[src/rtl/mcu_gpio_link_rx_pkg.sv]
// Shared types and constants for the MCU GPIO serial link receiver.
package mcu_link_pkg;

    typedef enum logic [1:0] {
        ST_IDLE,
        ST_SHIFT,
        ST_DONE
    } link_state_e;

    localparam int unsigned SCK_IDX = 0;
    localparam int unsigned SDO_IDX = 1;
    localparam int unsigned CS_IDX  = 2;

    // Value each line takes when its output enable is released: SCK=0, SDO=0, CS_N=1
    localparam logic [2:0] LINE_IDLE = 3'b100;

    function automatic int unsigned frame_len(input int unsigned addr_w, input int unsigned data_w);
        return 1 + addr_w + data_w;
    endfunction

endpackage

[src/rtl/mcu_gpio_link_rx_sync.sv]
// Masks undriven MCU lines to idle, synchronizes them, and detects SCK/CS_N edges.
module mcu_link_sync
    import mcu_link_pkg::*;
#(
    parameter int unsigned SYNC_STAGES = 2
) (
    input  logic       clk,
    input  logic       rst,
    input  logic [2:0] gpio_out,
    input  logic [2:0] gpio_oe_n,
    output logic       sck_rise,
    output logic       sck_fall,
    output logic       cs_fall,
    output logic       cs_rise,
    output logic       sdo
);

    logic [SYNC_STAGES-1:0][2:0] sync_q, sync_d;
    logic [1:0]                  hist_q, hist_d;
    logic [2:0]                  masked;
    logic [2:0]                  cur;

    assign masked = (gpio_out & ~gpio_oe_n) | (LINE_IDLE & gpio_oe_n);
    assign cur    = sync_q[SYNC_STAGES-1];

    always_comb begin
        sync_d[0] = masked;
        for (int unsigned i = 1; i < SYNC_STAGES; i++) begin
            sync_d[i] = sync_q[i-1];
        end
        // History keeps only the two lines that need edge detection: {CS_N, SCK}
        hist_d = {cur[CS_IDX], cur[SCK_IDX]};
    end

    always_ff @(posedge clk) begin
        if (rst) begin
            sync_q <= {SYNC_STAGES{LINE_IDLE}};
            hist_q <= {LINE_IDLE[CS_IDX], LINE_IDLE[SCK_IDX]};
        end else begin
            sync_q <= sync_d;
            hist_q <= hist_d;
        end
    end

    assign sck_rise =  cur[SCK_IDX] & ~hist_q[0];
    assign sck_fall = ~cur[SCK_IDX] &  hist_q[0];
    assign cs_fall  = ~cur[CS_IDX]  &  hist_q[1];
    assign cs_rise  =  cur[CS_IDX]  & ~hist_q[1];
    assign sdo      =  cur[SDO_IDX];

endmodule

[src/rtl/mcu_gpio_link_rx.sv]
// Fabric-side slave for the MCU bit-banged link: decodes frames into register
// read/write strobes and shifts read data back on mcu_sdi.
module mcu_gpio_link_rx
    import mcu_link_pkg::*;
#(
    parameter int unsigned SYNC_STAGES = 2,
    parameter int unsigned ADDR_W      = 7,
    parameter int unsigned DATA_W      = 8
) (
    input  logic              clk,
    input  logic              rst,
    input  logic [2:0]        mcu_gpio_out,
    input  logic [2:0]        mcu_gpio_oe_n,
    output logic              mcu_sdi,
    output logic [ADDR_W-1:0] reg_addr,
    output logic [DATA_W-1:0] reg_wdata,
    output logic              reg_wr_en,
    output logic              reg_rd_en,
    input  logic [DATA_W-1:0] reg_rd_data,
    output logic              frame_err,
    output logic [7:0]        err_cnt
);

    localparam int unsigned FLEN  = frame_len(ADDR_W, DATA_W);
    localparam int unsigned CNT_W = $clog2(FLEN + 1);
    localparam logic [CNT_W-1:0] RD_POINT = CNT_W'(1 + ADDR_W);
    localparam logic [CNT_W-1:0] FLEN_C   = CNT_W'(FLEN);

    logic sck_rise, sck_fall, cs_fall, cs_rise, sdo;

    mcu_link_sync #(
        .SYNC_STAGES(SYNC_STAGES)
    ) u_sync (
        .clk      (clk),
        .rst      (rst),
        .gpio_out (mcu_gpio_out),
        .gpio_oe_n(mcu_gpio_oe_n),
        .sck_rise (sck_rise),
        .sck_fall (sck_fall),
        .cs_fall  (cs_fall),
        .cs_rise  (cs_rise),
        .sdo      (sdo)
    );

    link_state_e       state_q, state_d;
    logic [CNT_W-1:0]  bit_cnt_q, bit_cnt_d, cnt_nxt;
    logic [FLEN-1:0]   shift_q, shift_d, shift_nxt;
    logic [DATA_W-1:0] rd_shift_q, rd_shift_d;
    logic              rd_pend_q, rd_pend_d;
    logic              rd_active_q, rd_active_d;
    logic              extra_q, extra_d;
    logic [ADDR_W-1:0] addr_q, addr_d;
    logic [DATA_W-1:0] wdata_q, wdata_d;
    logic              wr_en_q, wr_en_d;
    logic              rd_en_q, rd_en_d;
    logic              frame_err_q, frame_err_d;
    logic [7:0]        err_cnt_q, err_cnt_d;

    assign shift_nxt = {shift_q[FLEN-2:0], sdo};
    assign cnt_nxt   = bit_cnt_q + 1'b1;

    always_comb begin
        state_d     = state_q;
        bit_cnt_d   = bit_cnt_q;
        shift_d     = shift_q;
        rd_shift_d  = rd_shift_q;
        rd_pend_d   = rd_en_q;
        rd_active_d = rd_active_q;
        extra_d     = extra_q;
        addr_d      = addr_q;
        wdata_d     = wdata_q;
        wr_en_d     = 1'b0;
        rd_en_d     = 1'b0;
        frame_err_d = 1'b0;
        err_cnt_d   = err_cnt_q;

        case (state_q)
            ST_IDLE: begin
                if (cs_fall) begin
                    state_d     = ST_SHIFT;
                    bit_cnt_d   = '0;
                    shift_d     = '0;
                    rd_active_d = 1'b0;
                end
            end
            ST_SHIFT: begin
                // CS_N rising takes priority over a coincident SCK rise
                if (cs_rise) begin
                    frame_err_d = 1'b1;
                    state_d     = ST_IDLE;
                end else if (sck_rise) begin
                    shift_d   = shift_nxt;
                    bit_cnt_d = cnt_nxt;
                    if (cnt_nxt == RD_POINT && shift_nxt[ADDR_W]) begin
                        addr_d      = shift_nxt[ADDR_W-1:0];
                        rd_en_d     = 1'b1;
                        rd_active_d = 1'b1;
                    end
                    if (cnt_nxt == FLEN_C) begin
                        state_d = ST_DONE;
                        extra_d = 1'b0;
                        if (!shift_nxt[FLEN-1]) begin
                            addr_d  = shift_nxt[DATA_W +: ADDR_W];
                            wdata_d = shift_nxt[DATA_W-1:0];
                            wr_en_d = 1'b1;
                        end
                    end
                end
            end
            ST_DONE: begin
                if (cs_rise) begin
                    state_d = ST_IDLE;
                end else if (sck_rise && !extra_q) begin
                    frame_err_d = 1'b1;
                    extra_d     = 1'b1;
                end
            end
            default: state_d = ST_IDLE;
        endcase

        // Falls only shift once the MCU has sampled a data bit, so bit DATA_W-1
        // survives the fall that follows the address phase.
        if (state_q != ST_IDLE && rd_pend_q) begin
            rd_shift_d = reg_rd_data;
        end else if (rd_active_q && sck_fall && bit_cnt_q > RD_POINT) begin
            rd_shift_d = {rd_shift_q[DATA_W-2:0], 1'b0};
        end
        if (state_d == ST_IDLE && state_q != ST_IDLE) begin
            rd_shift_d = '0;
        end

        if (frame_err_d && err_cnt_q != 8'hFF) begin
            err_cnt_d = err_cnt_q + 8'd1;
        end
    end

    always_ff @(posedge clk) begin
        if (rst) begin
            state_q     <= ST_IDLE;
            bit_cnt_q   <= '0;
            shift_q     <= '0;
            rd_shift_q  <= '0;
            rd_pend_q   <= 1'b0;
            rd_active_q <= 1'b0;
            extra_q     <= 1'b0;
            addr_q      <= '0;
            wdata_q     <= '0;
            wr_en_q     <= 1'b0;
            rd_en_q     <= 1'b0;
            frame_err_q <= 1'b0;
            err_cnt_q   <= '0;
        end else begin
            state_q     <= state_d;
            bit_cnt_q   <= bit_cnt_d;
            shift_q     <= shift_d;
            rd_shift_q  <= rd_shift_d;
            rd_pend_q   <= rd_pend_d;
            rd_active_q <= rd_active_d;
            extra_q     <= extra_d;
            addr_q      <= addr_d;
            wdata_q     <= wdata_d;
            wr_en_q     <= wr_en_d;
            rd_en_q     <= rd_en_d;
            frame_err_q <= frame_err_d;
            err_cnt_q   <= err_cnt_d;
        end
    end

    assign mcu_sdi   = rd_shift_q[DATA_W-1];
    assign reg_addr  = addr_q;
    assign reg_wdata = wdata_q;
    assign reg_wr_en = wr_en_q;
    assign reg_rd_en = rd_en_q;
    assign frame_err = frame_err_q;
    assign err_cnt   = err_cnt_q;

endmodule

[config.mk]
export PLATFORM = sky130hd
export DESIGN_NAME = mcu_gpio_link_rx
export DESIGN_NICKNAME = d
export VERILOG_FILES = /design/src/rtl/mcu_gpio_link_rx_pkg.sv /design/src/rtl/mcu_gpio_link_rx_sync.sv /design/src/rtl/mcu_gpio_link_rx.sv
export SDC_FILE = /design/constraint.sdc
export NUM_CORES = 1
export LEC_CHECK = 0
export CAP_MARGIN = 20
export CORE_MARGIN = 2
export CORE_UTILIZATION = 43
export CTS_CLUSTER_SIZE = 40
export DETAILED_ROUTE_END_ITERATION = 8
export PLACE_DENSITY = 0.66
export SETUP_SLACK_MARGIN = 0.05
export SYNTH_ARGS = -nofsm -noshare
export SYNTH_HDL_FRONTEND = slang
export SYNTH_SLANG_ARGS = --single-unit
[constraint.sdc]
create_clock -name clk -period 2.37 [get_ports clk]
set_input_delay 0.474 -clock clk [delete_from_list [all_inputs] [get_ports clk]]
set_output_delay 0.474 -clock clk [all_outputs]
set_load 0.01 [all_outputs]
* After elaboration in Yosys (flattened, before gate mapping)
Cells that the tools add are included.
** Word-level totals
- Flip-flop bits (word level) :: 67
- Input bits :: 16
- Output and inout bits :: 27
- Word-level logic and storage cells :: 105
** Cells by class
- Add/sub/neg operators :: 2
- Order comparisons :: 1
- Equality and inequality tests :: 12
- Muxes and demuxes :: 36
- Bitwise operators :: 16
- Reductions and logical operators :: 22
** Operator list (number)
- $mux 15 :: 3
- $pmux 15 s2 :: 1
- $mux 7 :: 3
- $mux 8 :: 2
- $mux 5 :: 3
- $mux 1 :: 14
- $ne 2x2->1 const B :: 7
- $mux 2 :: 5
- $pmux 5 s2 :: 1
- $reduce_and 5->1 :: 2
- $not 1->1 :: 9
- $add 8x1->8 const B :: 1
- $ne 8x8->1 const B :: 1
- $reduce_bool 2->1 :: 4
- $logic_and 1x1->1 :: 7
- $pmux 1 s2 :: 3
- $pmux 2 s3 :: 1
- $reduce_and 6->1 :: 1
- $add 5x1->5 const B :: 1
- $eq 5x4->1 const B :: 1
- $eq 5x5->1 const B :: 1
- $gt 5x4->1 const B :: 1
- $reduce_or 5->1 :: 1
- $and 1x1->1 :: 4
- other kinds (11) :: 12

* Depth between registers and ports, before layout
Gate-level depths: netlist (run 1).
- Word-level depth :: 9
- Gate-level depth with buffers :: 10
- Mapped depth without buffers :: 7

* Modules after synthesis
From an unflattened synthesis (run 1), not the netlist that was laid out.
** Unflattened totals
- Cell total of the unflattened synthesis :: 306
- Area total of the unflattened synthesis :: 2910.3 sq um
** Modules (own cells, without submodules)
- mcu_gpio_link_rx :: instances 1, cells each 286, area each 2665.1 sq um
- mcu_link_sync :: instances 1, cells each 20, area each 245.2 sq um

* Worst setup path before layout (run 1)
OpenSTA, ideal clock, no wires.
- Path type :: flip-flop to flip-flop
- Start point :: register state_q[1]
- End point :: register shift_q[10]
- Setup time :: 0.128 ns
- Data arrival time :: 1.722 ns
- Data required time :: 2.242 ns
- Path slack :: 0.520 ns
- Cell stages (with the launch flop) :: 11
- Buffers on the path :: 3
- Path through :: dfxtp_1 inv_1 ha_1 buf_4 inv_2 o31a_1 o22a_1 buf_6 buf_6 a22oi_1 nor2_1
** On the way
- Word-level cells in the longest chain between the ends :: 3
- Elaborated cells between the ends (all ways) :: 8
** RTL lines
- from (decl) :: line mcu_gpio_link_rx.sv:45 : link_state_e state_q, state_d;
- from (signal assigned) :: line mcu_gpio_link_rx.sv:153 : state_q <= state_d;
- $eq 2x1->1 / $logic_not 2->1 (equally long branches) :: line mcu_gpio_link_rx.sv:77 : case (state_q)
- $ne 2x2->1 (no line) / $reduce_bool 2->1 (equally long branches)
- $reduce_and 4->1 (no line)
- to (signal assigned) :: line mcu_gpio_link_rx.sv:155 : shift_q <= shift_d;
- to (decl) :: line mcu_gpio_link_rx.sv:47 : logic [FLEN-1:0] shift_q, shift_d, shift_nxt;
Parallel ways exist; a longest one is shown, timed or not.
A chain may end at the register's enable or synchronous reset.

* Worst setup path in the final report (run 1)
- Start point :: register bit_cnt_q[0]
- End point :: register rd_shift_q[5]
** On the way
- Word-level cells in the longest chain between the ends :: 9
- Elaborated cells between the ends (all ways) :: 12
** RTL lines
- from (decl) :: line mcu_gpio_link_rx.sv:46 : logic [CNT_W-1:0] bit_cnt_q, bit_cnt_d, cnt_nxt;
- from (signal assigned) :: line mcu_gpio_link_rx.sv:154 : bit_cnt_q <= bit_cnt_d;
- $add 5x1->5 :: line mcu_gpio_link_rx.sv:60 : assign cnt_nxt = bit_cnt_q + 1'b1;
- $eq 5x5->1 :: line mcu_gpio_link_rx.sv:99 : if (cnt_nxt == FLEN_C) begin
- $mux 2 :: line mcu_gpio_link_rx.sv:99
- $mux 2 :: line mcu_gpio_link_rx.sv:91 : end else if (sck_rise) begin
- $mux 2 :: line mcu_gpio_link_rx.sv:88 : if (cs_rise) begin
- $pmux 2 s3 :: line mcu_gpio_link_rx.sv:77
- $logic_not 2->1 :: line mcu_gpio_link_rx.sv:128 : if (state_d == ST_IDLE && state_q != ST_IDLE) begin
- $logic_and 1x1->1 :: line mcu_gpio_link_rx.sv:128
- $reduce_or 2->1 (no line)
- to (signal assigned) :: line mcu_gpio_link_rx.sv:156 : rd_shift_q <= rd_shift_d;
- to (decl) :: line mcu_gpio_link_rx.sv:48 : logic [DATA_W-1:0] rd_shift_q, rd_shift_d;
Parallel ways exist; a longest one is shown, timed or not.

==> results of run 1 <==
[Yosys cell counts, types with 2 or more instances]
library cell,instances,area (µm²)
xnor2_1,9,78.83
o22a_1,2,17.52
o41ai_1,6,52.55
o21ai_0,14,70.07
or2_2,2,12.51
nand4_1,12,75.07
nor3_2,2,20.02
buf_2,3,15.01
nand2b_1,3,18.77
a22oi_1,15,112.6
ha_1,8,100.1
a41oi_2,2,32.53
a21oi_1,14,70.07
buf_6,4,45.04
nand2_1,11,41.29
or3_1,2,12.51
a211oi_1,13,97.59
nor2_1,49,183.9
a311oi_1,7,61.31
mux2i_1,2,20.02
dfxtp_1,67,1341
o22ai_1,2,12.51
clkbuf_1,10,37.54
nand3_1,8,40.04
o21a_1,2,15.01
nor2b_1,7,43.79
a31oi_1,2,12.51
nand3b_1,3,22.52
nor3_1,7,35.03
a21boi_0,7,52.55
o211ai_1,2,15.01
inv_1,16,60.06
nor3b_1,3,22.52
[final cells by class]
class,count,area [µm²]
clock inverters,4,25.02
clock buffers,12,155.1
fillers,635,3072
repair buffers,55,518.0
well taps,96,120.1
inverters,18,67.56
multi-input cells,236,1533
flip-flops and latches,67,1341
[cell usage in the layout (no fill, tap or decap), types with 3 or more instances in the layout]
cell type        netlist  final
clkbuf_8               0     11
ha_1                   8      8
a21oi_1               14     14
nand3_1                8      8
inv_1                 16     16
o21ai_0               14     14
a311oi_1               7      7
nand4_1               12     12
nor3_1                 7      7
buf_4                  1     13
nor2b_1                7      7
dfxtp_1               67     67
xnor2_1                9      9
nand2_1               11     11
a22oi_1               15     15
nor3b_1                3      3
nand2b_1               3      3
o41ai_1                6      6
nand3b_1               3      3
nor2_1                49     49
clkdlybuf4s50_1        0     42
a21boi_0               7      7
a211oi_1              13     13
[critical path: stages, from the launching register on]
cell and delay (ns):
dfxtp_1 0.46, ha_1 0.28, and2_1 0.19, nand2_1 0.10
o22ai_1 0.32, a41oi_2 0.32, a211oi_1 0.34
[power by group]
group          internal, mW  leakage [nW]  switching [mW]
clock                 0.433        0.0884           0.417
sequential             1.13         0.540         0.00466
combinational        0.0426         0.684          0.0482
[flip-flops by register name, summed over array words and instances (netlist names), 3 cells and up]
name / cells
reg_addr: 7
err_cnt: 8
reg_wdata: 8
bit_cnt_q: 5
shift_q: 15
rd_shift_q: 8
u_sync.cur: 3
u_sync.sync_d: 3
[metal layers]
layer / vias to the layer above / track usage (%) / part of all wire (%) / routed length, µm
li1: 1340 / - / - / -
met1: 1236 / 27.01 / 49 / 3443
met2: 72 / 28.78 / 44 / 3089
met3: 6 / 4.011 / 5.3 / 369
met4: 0 / 8.402 / 1.1 / 78
met5: - / 0 / 0 / 0
[logic make-up (layout without fill, tap and decap cells)]
| kind of cell | after synthesis | count (layout) | synth area share, % |
|---|---|---|---|
| xor gates and xnor gates | 10 | 10 | 2.871 |
| DFF | 67 | 67 | 43.97 |
| muxes | 2 | 2 | 0.6563 |
| adders and majority gates | 8 | 8 | 3.282 |
| and+or+nand+nor | 117 | 117 | 19.65 |
| AOI/OAI and AO/OA | 99 | 99 | 23.79 |
| buffers and inverters | 37 | 89 | 5.783 |
[worst paths after layout]
kind / from / endpoint / slack [ns] / cells after the start
hold reg to reg: u_sync.sync_d[5] / u_sync.cur[2] / 0.41 / 1
setup / recovery: bit_cnt_q[0] / rd_shift_q[5] / 0.26 / 6
setup reg to reg: bit_cnt_q[0] / rd_shift_q[5] / 0.26 / 6
hold / removal: u_sync.sync_d[5] / u_sync.cur[2] / 0.41 / 1
[stage by stage]
step / worst slack [ns] / total power, mW
2_1_floorplan: 0.5202 / 1.211
3_3_place_gp: 0.2689 / 1.251
3_5_place_dp: 0.2778 / 1.252
4_1_cts: 0.2678 / 2.097
5_1_grt: 0.1061 / 2.156
6_report: 0.2592 / 2.076
==> key figures, run 1 <==
Status
  – Status: finished, final reports clean

Logic synthesis
  – Yosys warns: 0
  – Register area share after synthesis: 43.97%
  – Syn avg cell area: 8.972 µm²
  – Syn_nets: 364
  – Yosys reg bits: 67
  – Number of synthesized flops with an enable pin: 0
  – Post-Syn Area: 3050 µm²
  – Synth cell types: 57
  – Ys async rst share: 0%
  – Mapped Cells: 340
  – Top FF cell, synth: dfxtp_1

Finish
  – Area grow syn2layout: 23.26%
  – Non-Filler Instances: 488
  – Design area: 3760 µm²
  – Inserted Diodes: 0
  – Layout cells sized above 1: 9.694%
  – Final Util: 55.04%
  – Layout Nets: 411

Floorplanning
  – Core Box Area: 6832 µm²
  – Chip Height: 88.23 µm
  – Initial core utilization: 44.65%
  – Top Ports: 43
  – DIE WIDTH: 88.23 µm
  – Rows: 30
  – Die area: 7784 µm²

Global routing
  – Vias in the first global route: 2461
  – Initial antenna violation count: 0
  – Largest net degree at the start of global routing: 31
  – Overflow after GRT: 0
  – GRT Overall Usage: 19.27%
  – First-pass GRT wire length: 11740 µm

Timing
  – Final period util: 89.06%
  – Setup TNS: 0 ns
  – Relative slew slack: 62.33%
  – Clock Skews: 0.004960 ns
  – Fin. Hold Viols: 0
  – Hold slack: 0.4114 ns
  – Max frequency: 473.8 MHz
  – Worst-margin pin slew: 0.5640 ns
  – RSZ-0062 raised after global routing: no
  – Slew Viols, Final: 0
  – Tmin final: 2.111 ns
  – Endpoints failing setup: 0

Power and ir drop
  – LEAKAGE: 1.313 nW
  – Maximum VDD drop: 0.0003736 V
  – Pwr dens: 552.2 nW/µm²

Worst setup path
  – CP startpoint kind: flop
  – CP Max Fanout: 8
  – WP data required: 2.61 ns
  – Setup CP Type: flop to flop
  – Crit end category: flop
  – Critical Path AT: 2.35 ns

Clocking
  – Clock Path Buffers: 2
  – Post-CTS Resized: 0
  – Clk root buf: clkbuf_8
  – CTS Hold Bufs: 0
  – TritonCTS clock tree: built
  – Reg clk slew, reported paths: 0.07 ns
  – Worst skew pair latency: 0.34 ns
  – Setup Buffers After CTS: 0
  – CTS Sinks: 67
  – Num CTS Buffers: 9
  – # H-tree levels: 3

Drt
  – Post-DR wirelength/cell: 14.31 µm
  – First-pass DRT Iterations: 4
  – Routed Antenna Nets: 0
  – Final wirelength: 6981 µm
  – DR iter-0 viols: 207
  – DR vias/cell: 5.439
  – Via count: 2654
  – DRC viols: 0

Place
  – Detailed placer's ending HPWL: 4887 µm
  – Port bufs: 42
  – Dpl cells: 472
  – Final GP Congestion: 0.8716
  – DP Area: 3580 µm²

Worst hold path
  – Hold Path Class: flop to flop

Flow run
  – Maxcap violations: 0
Note: power is estimated with default switching activity, not from simulation.
==> run 2, diff against run 1 <==
Settings changed: CORE_MARGIN 2 to 4, SKIP_LAST_GASP set to 1.
==> key figures, run 2 (synthesized netlist as in run 1, its figures left out) <==
Status
  – Status: finished, final reports clean

Drt
  – DR iter-0 viols: 204 (-1.4%)
  – Final wirelength: 7064 µm (+1.2%)
  – DR vias/cell: 5.490 (+0.94%)
  – Via count: 2679 (+0.94%)
  – Post-DR wirelength/cell: 14.48 µm (+1.2%)
  – First-pass DRT Iterations: 5 (+1)
  – DRC viols: 0 (unchanged)
  – Routed Antenna Nets: 0 (unchanged)

Worst setup path
  – Worst R2R End: reg_addr[4]
  – Crit path from: bit_cnt_q[0]
  – Crit end category: flop
  – CP Max Fanout: 7 (-1)
  – Worst path cell trace: ha_1, and2_1, nand2_1, o22a_1, buf_4, o21a_4, a211oi_1
  – CP startpoint kind: flop
  – FF-to-FF setup slack: 0.23 ns (-0.03 ns)
  – Setup CP Type: flop to flop
  – Register-to-Register Path Depth: 7 (+1)
  – CP max-delay cell: dfxtp_1
  – Worst Setup EP: reg_addr[4]
  – Slowest stage delay, CP: 0.46 ns (about the same)
  – Critical Path AT: 2.39 ns (+0.04 ns)
  – Worst r2r src: bit_cnt_q[0]
  – WP data required: 2.62 ns (about the same)

Place
  – Detailed placer's ending HPWL: 4881 µm (-0.13%)
  – Final GP Congestion: 0.8539 (-2.0%)
  – DP Area: 3580 µm² (unchanged)
  – Port bufs: 42 (unchanged)
  – Dpl cells: 472 (unchanged)

Timing
  – Final period util: 90.23% (+1.2 points)
  – Hold slack: 0.4160 ns (+0.004653 ns)
  – Clock Skews: 0.009480 ns (+0.004520 ns)
  – Relative slew slack: 60.55% (-1.8 points)
  – Slew Viols, Final: 0 (unchanged)
  – Worst-margin pin slew: 0.5906 ns (+0.02663 ns)
  – Tmin final: 2.138 ns (+0.02774 ns)
  – Endpoints failing setup: 0 (unchanged)
  – RSZ-0062 raised after global routing: no
  – Setup TNS: 0 ns (unchanged)
  – Fin. Hold Viols: 0 (unchanged)
  – Max frequency: 467.6 MHz (-1.3%)

Global routing
  – Initial antenna violation count: 0 (unchanged)
  – Largest net degree at the start of global routing: 29 (-6.5%)
  – GRT Overall Usage: 17.37% (-1.9 points)
  – First-pass GRT wire length: 12010 µm (+2.3%)
  – Overflow after GRT: 0 (unchanged)
  – Vias in the first global route: 2591 (+5.3%)

Finish
  – Non-Filler Instances: 488 (unchanged)
  – Inserted Diodes: 0 (unchanged)
  – Layout Nets: 411 (unchanged)
  – Layout cells sized above 1: 10.20% (+0.51 points)
  – Design area: 3812 µm² (+1.4%)
  – Final Util: 55.81% (+0.77 points)
  – Most frequent cells in the layout: dfxtp_1, nor2_1, clkdlybuf4s50_1, inv_1, a22oi_1
  – Most common cell after layout, fill and taps aside: dfxtp_1
  – Area grow syn2layout: 24.98%
  – Max FFs per register: 15 (unchanged)
  – Largest register by flop count: shift_q

Clocking
  – TritonCTS clock tree: built
  – Clock Path Buffers: 2 (unchanged)
  – CTS Hold Bufs: 0 (unchanged)
  – Reg clk slew, reported paths: 0.08 ns (about the same)
  – Num CTS Buffers: 9 (unchanged)
  – CTS Sinks: 67 (unchanged)
  – # H-tree levels: 3 (unchanged)
  – Worst skew pair latency: 0.34 ns (about the same)
  – Clk root buf: clkbuf_8

Worst hold path
  – Hold Path Class: flop to flop

Flow run
  – Maxcap violations: 0 (unchanged)

Floorplanning
  – Top Ports: 43 (unchanged)
  – Core Box Area: 6832 µm² (unchanged)
  – Chip Height: 92.23 µm (+4.5%)
  – Initial core utilization: 44.65% (unchanged)
  – Die area: 8505 µm² (+9.3%)
  – Rows: 30 (unchanged)
  – DIE WIDTH: 92.23 µm (+4.5%)

Power and ir drop
  – Maximum VDD drop: 0.0003446 V (-7.8%)
  – Pwr dens: 598.3 nW/µm² (+8.4%)
  – LEAKAGE: 1.337 nW (+1.8%)
==> run 2: cell count changes in the layout (fill, tap and decap cells not counted) <==
cell and change:
bufinv_16 +2, clkinv_4 +1, o22ai_1 -1, clkbuf_1 -1, o22ai_2 +1, clkinv_2 -1, clkbuf_8 -1
==> run 2: how the worst min path moves through the flow <==
stage                           startpoint       endpoint  slack, ns  depth (start not counted)
after floorplan           u_sync.sync_d[5]  u_sync.cur[2]       0.39                          1
after global placement    u_sync.sync_d[5]  u_sync.cur[2]       0.40                          1
after detailed placement  u_sync.sync_d[5]  u_sync.cur[2]       0.40                          1
after CTS                 u_sync.sync_d[5]  u_sync.cur[2]       0.42                          1
after global routing      u_sync.sync_d[5]  u_sync.cur[2]       0.44                          1
final                     u_sync.sync_d[5]  u_sync.cur[2]       0.42                          1
==> run 2: report_power, final <==
part           total, mW  internal, mW  switching, mW
logic             0.0909        0.0425         0.0483
registers           1.14          1.13        0.00498
clock network       1.05         0.620          0.434
==> run 2: final cells by class <==
cell class	count	area [µm²]
Timing Repair Buffer	55	518.0
Inverter	18	67.56
Multi-Input combinational cell	236	1539
Tap cell	96	120.1
Fill cell	642	3019
Sequential cell	67	1341
Clock buffer	10	137.6
Clock inverter	6	88.84
==> run 2: what timing repair did <==
item | CTS | global route
endpoints found under the setup margin | 0 | 1
gates resized for setup | 0 | 1
setup buffers | 0 | 0
==> run 2: stage by stage <==
stage	worst slack (ns)	power, mW
floorplan	0.5202	1.211
global placement	0.3052	1.251
detailed placement	0.2714	1.252
CTS	0.2209	2.306
global route	0.06149	2.363
finish	0.2315	2.281
==> run 2: per-layer routing <==
metal	up-vias	track usage, %	wire length (µm)	share of wire (%)
met5	-	0	0	0
met4	0	7.178	116	1.6
met3	12	4.512	352	5.0
met2	83	26.34	3168	45
met1	1249	23.37	3427	49
li1	1335	-	-	-
==> run 2: worst max-delay path, delay by kind of cell, from the launching register on <==
| family | cells | cell delay [ns] |
|---|---|---|
| fa+ha+maj | 1 | 0.29 |
| flops | 1 | 0.46 |
| compound gates | 3 | 0.79 |
| simple gates | 2 | 0.31 |
| buf+inv | 1 | 0.19 |
==> run 3, diff against run 2 <==
Settings changed: PLACE_DENSITY 0.66 to 0.69.
==> key figures, run 3 (synthesized netlist as in run 1, its figures left out) <==
Power and ir drop
  – LEAKAGE: 1.341 nW (+0.34%)
  – Maximum VDD drop: 0.0003899 V (+13%)
  – Switching Fraction: 21.88% (+0.50 points)
  – Clock power frac: 46.6% (+0.4 points)
  – P_int: 1.793 mW (about the same)
  – Pwr dens: 601.2 nW/µm² (+0.48%)
  – Sequential Power Share: 49.4% (-0.4 points)
  – Combinational power share: 4.0% (about the same)
  – Net switching power: 0.5022 mW (+3.0%)

Timing
  – Slew Viols, Final: 0 (unchanged)
  – Final period util: 88.49% (-1.7 points)
  – Setup TNS: 0 ns (unchanged)
  – Relative slew slack: 61.37% (+0.83 points)
  – Hold slack: 0.4057 ns (-0.01034 ns)
  – Max frequency: 476.8 MHz (+2.0%)
  – Endpoints failing setup: 0 (unchanged)
  – Fin. Hold Viols: 0 (unchanged)
  – Clock Skews: 0.01226 ns (+0.002778 ns)
  – Tmin final: 2.097 ns (-0.04137 ns)
  – RSZ-0062 raised after global routing: no
  – Final Worst Setup Slack: 0.2729 ns (+0.04137 ns)
  – Worst-margin pin slew: 0.5782 ns (-0.01236 ns)

Worst setup path
  – Crit end category: flop
  – Buf/Inv on CP: 1 (unchanged)
  – Setup CP Type: flop to flop
  – CP max-delay cell: dfxtp_1
  – Critical Path AT: 2.32 ns (-0.07 ns)
  – CP Max Fanout: 7 (unchanged)
  – Worst path cell trace: ha_1, and2_1, nand2_1, o22a_1, buf_4, o41ai_1, a211oi_1
  – Slowest stage delay, CP: 0.46 ns (about the same)
  – Largest delay contributor family on the critical path: compound AO/OA/AOI/OAI gates
  – CP startpoint kind: flop
  – WP data required: 2.59 ns (-0.03 ns)

Global routing
  – Overflow after GRT: 0 (unchanged)
  – Largest net degree at the start of global routing: 31 (+6.9%)
  – First-pass GRT wire length: 12010 µm (about the same)
  – Initial antenna violation count: 0 (unchanged)
  – Vias in the first global route: 2547 (-1.7%)
  – GRT Overall Usage: 17.51% (+0.14 points)

Clocking
  – Num CTS Buffers: 9 (unchanged)
  – Clk root buf: clkbuf_8
  – Post-CTS Resized: 0 (unchanged)
  – Reg clk slew, reported paths: 0.08 ns (about the same)
  – Setup Buffers After CTS: 0 (unchanged)
  – # H-tree levels: 3 (unchanged)
  – TritonCTS clock tree: built
  – CTS Hold Bufs: 0 (unchanged)
  – Worst skew pair latency: 0.35 ns (about the same)
  – Clock Path Buffers: 2 (unchanged)
  – CTS Sinks: 67 (unchanged)

Floorplanning
  – Rows: 30 (unchanged)
  – Chip Height: 92.23 µm (unchanged)
  – Initial core utilization: 44.65% (unchanged)
  – Top Ports: 43 (unchanged)
  – Core Box Area: 6832 µm² (unchanged)
  – Die area: 8505 µm² (unchanged)
  – DIE WIDTH: 92.23 µm (unchanged)

Finish
  – Most frequent cells in the layout: dfxtp_1, nor2_1, clkdlybuf4s50_1, inv_1, a22oi_1
  – Largest register by flop count: shift_q
  – Layout cells sized above 1: 9.949% (-0.26 points)
  – # fillers: 639 (-0.47%)
  – Multi-input combinational cell area: 1533 µm² (-0.41%)
  – Max FFs per register: 15 (unchanged)
  – Area grow syn2layout: 25.18%
  – Inserted Diodes: 0 (unchanged)
  – FF/Latch Area: 1341 µm² (unchanged)
  – Layout Nets: 411 (unchanged)
  – Most common cell after layout, fill and taps aside: dfxtp_1

Drt
  – Final wirelength: 7144 µm (+1.1%)
  – First-pass DRT Iterations: 4 (-1)
  – Routed Antenna Nets: 0 (unchanged)
  – DR iter-0 viols: 192 (-5.9%)
  – DRC viols: 0 (unchanged)
  – DR vias/cell: 5.482 (-0.15%)
  – Post-DR wirelength/cell: 14.64 µm (+1.1%)
  – Via count: 2675 (-0.15%)

Flow run
  – Maxcap violations: 0 (unchanged)

Status
  – Status: finished, final reports clean

Place
  – Port bufs: 42 (unchanged)
  – Detailed placer's ending HPWL: 4891 µm (+0.20%)
  – Final GP Congestion: 0.8689 (+1.8%)
  – Setup WS pre-CTS: 0.3015 ns (+0.03013 ns)

Worst hold path
  – Hold Path Class: flop to flop
==> run 3: worst reg2reg max path, delay by kind of cell (launching register included) <==
kind	cells	cell delay [ns]
flip-flops	1	0.46
AO/OA/AOI/OAI	3	0.73
AND/OR/NAND/NOR	2	0.30
buffers and inverters	1	0.19
adder cells (fa/ha/maj)	1	0.30
==> run 3: worst paths after layout <==
kind | startpoint | endpoint | slack, ns | depth (start not counted)
max reg2reg | bit_cnt_q[0] | reg_addr[4] | 0.27 | 7
max | bit_cnt_q[0] | reg_addr[4] | 0.27 | 7
min reg2reg | u_sync.sync_d[5] | u_sync.cur[2] | 0.41 | 1
min | u_sync.sync_d[5] | u_sync.cur[2] | 0.41 | 1
==> run 3: layout make-up <==
type	instances	share of cell area, %
multi-input cells	236	40.14
flip-flops and latches	67	35.12
repair buffers	55	13.89
clock buffers	10	3.604
well taps	96	3.145
clock inverters	6	2.326
inverters	18	1.769
==> run 3: per-layer routing <==
metal / GRT usage, % / up-vias / share of wire (%)
met5: 0 / - / 0
met4: 8.168 / 0 / 1.7
met3: 4.676 / 16 / 5.4
met2: 25.73 / 82 / 44
met1: 23.80 / 1241 / 49
li1: - / 1336 / -
==> run 3: power by group through the flow <==
stage	clock [mW]	combinational, mW	sequential [mW]
final	1.07	0.0914	1.13
after global routing	1.13	0.0994	1.14
after CTS	1.09	0.0909	1.13
after detailed placement	0	0.0905	1.16
after global placement	0	0.0894	1.16
after floorplan	0	0.0512	1.16
==> run 3: metrics by stage <==
| stage | instance area, µm² | power, mW | utilization (%) | cells |
|---|---|---|---|---|
| 6_report | 3819 | 2.296 | 55.90 | 488 |
| 5_1_grt | 3819 | 2.367 | 55.90 | 488 |
| 4_1_cts | 3819 | 2.311 | 55.90 | 488 |
| 3_5_place_dp | 3592 | 1.252 | 52.58 | 472 |
| 3_3_place_gp | 3592 | 1.250 | 52.58 | 472 |
| 2_1_floorplan | 3050 | 1.211 | - | 340 |
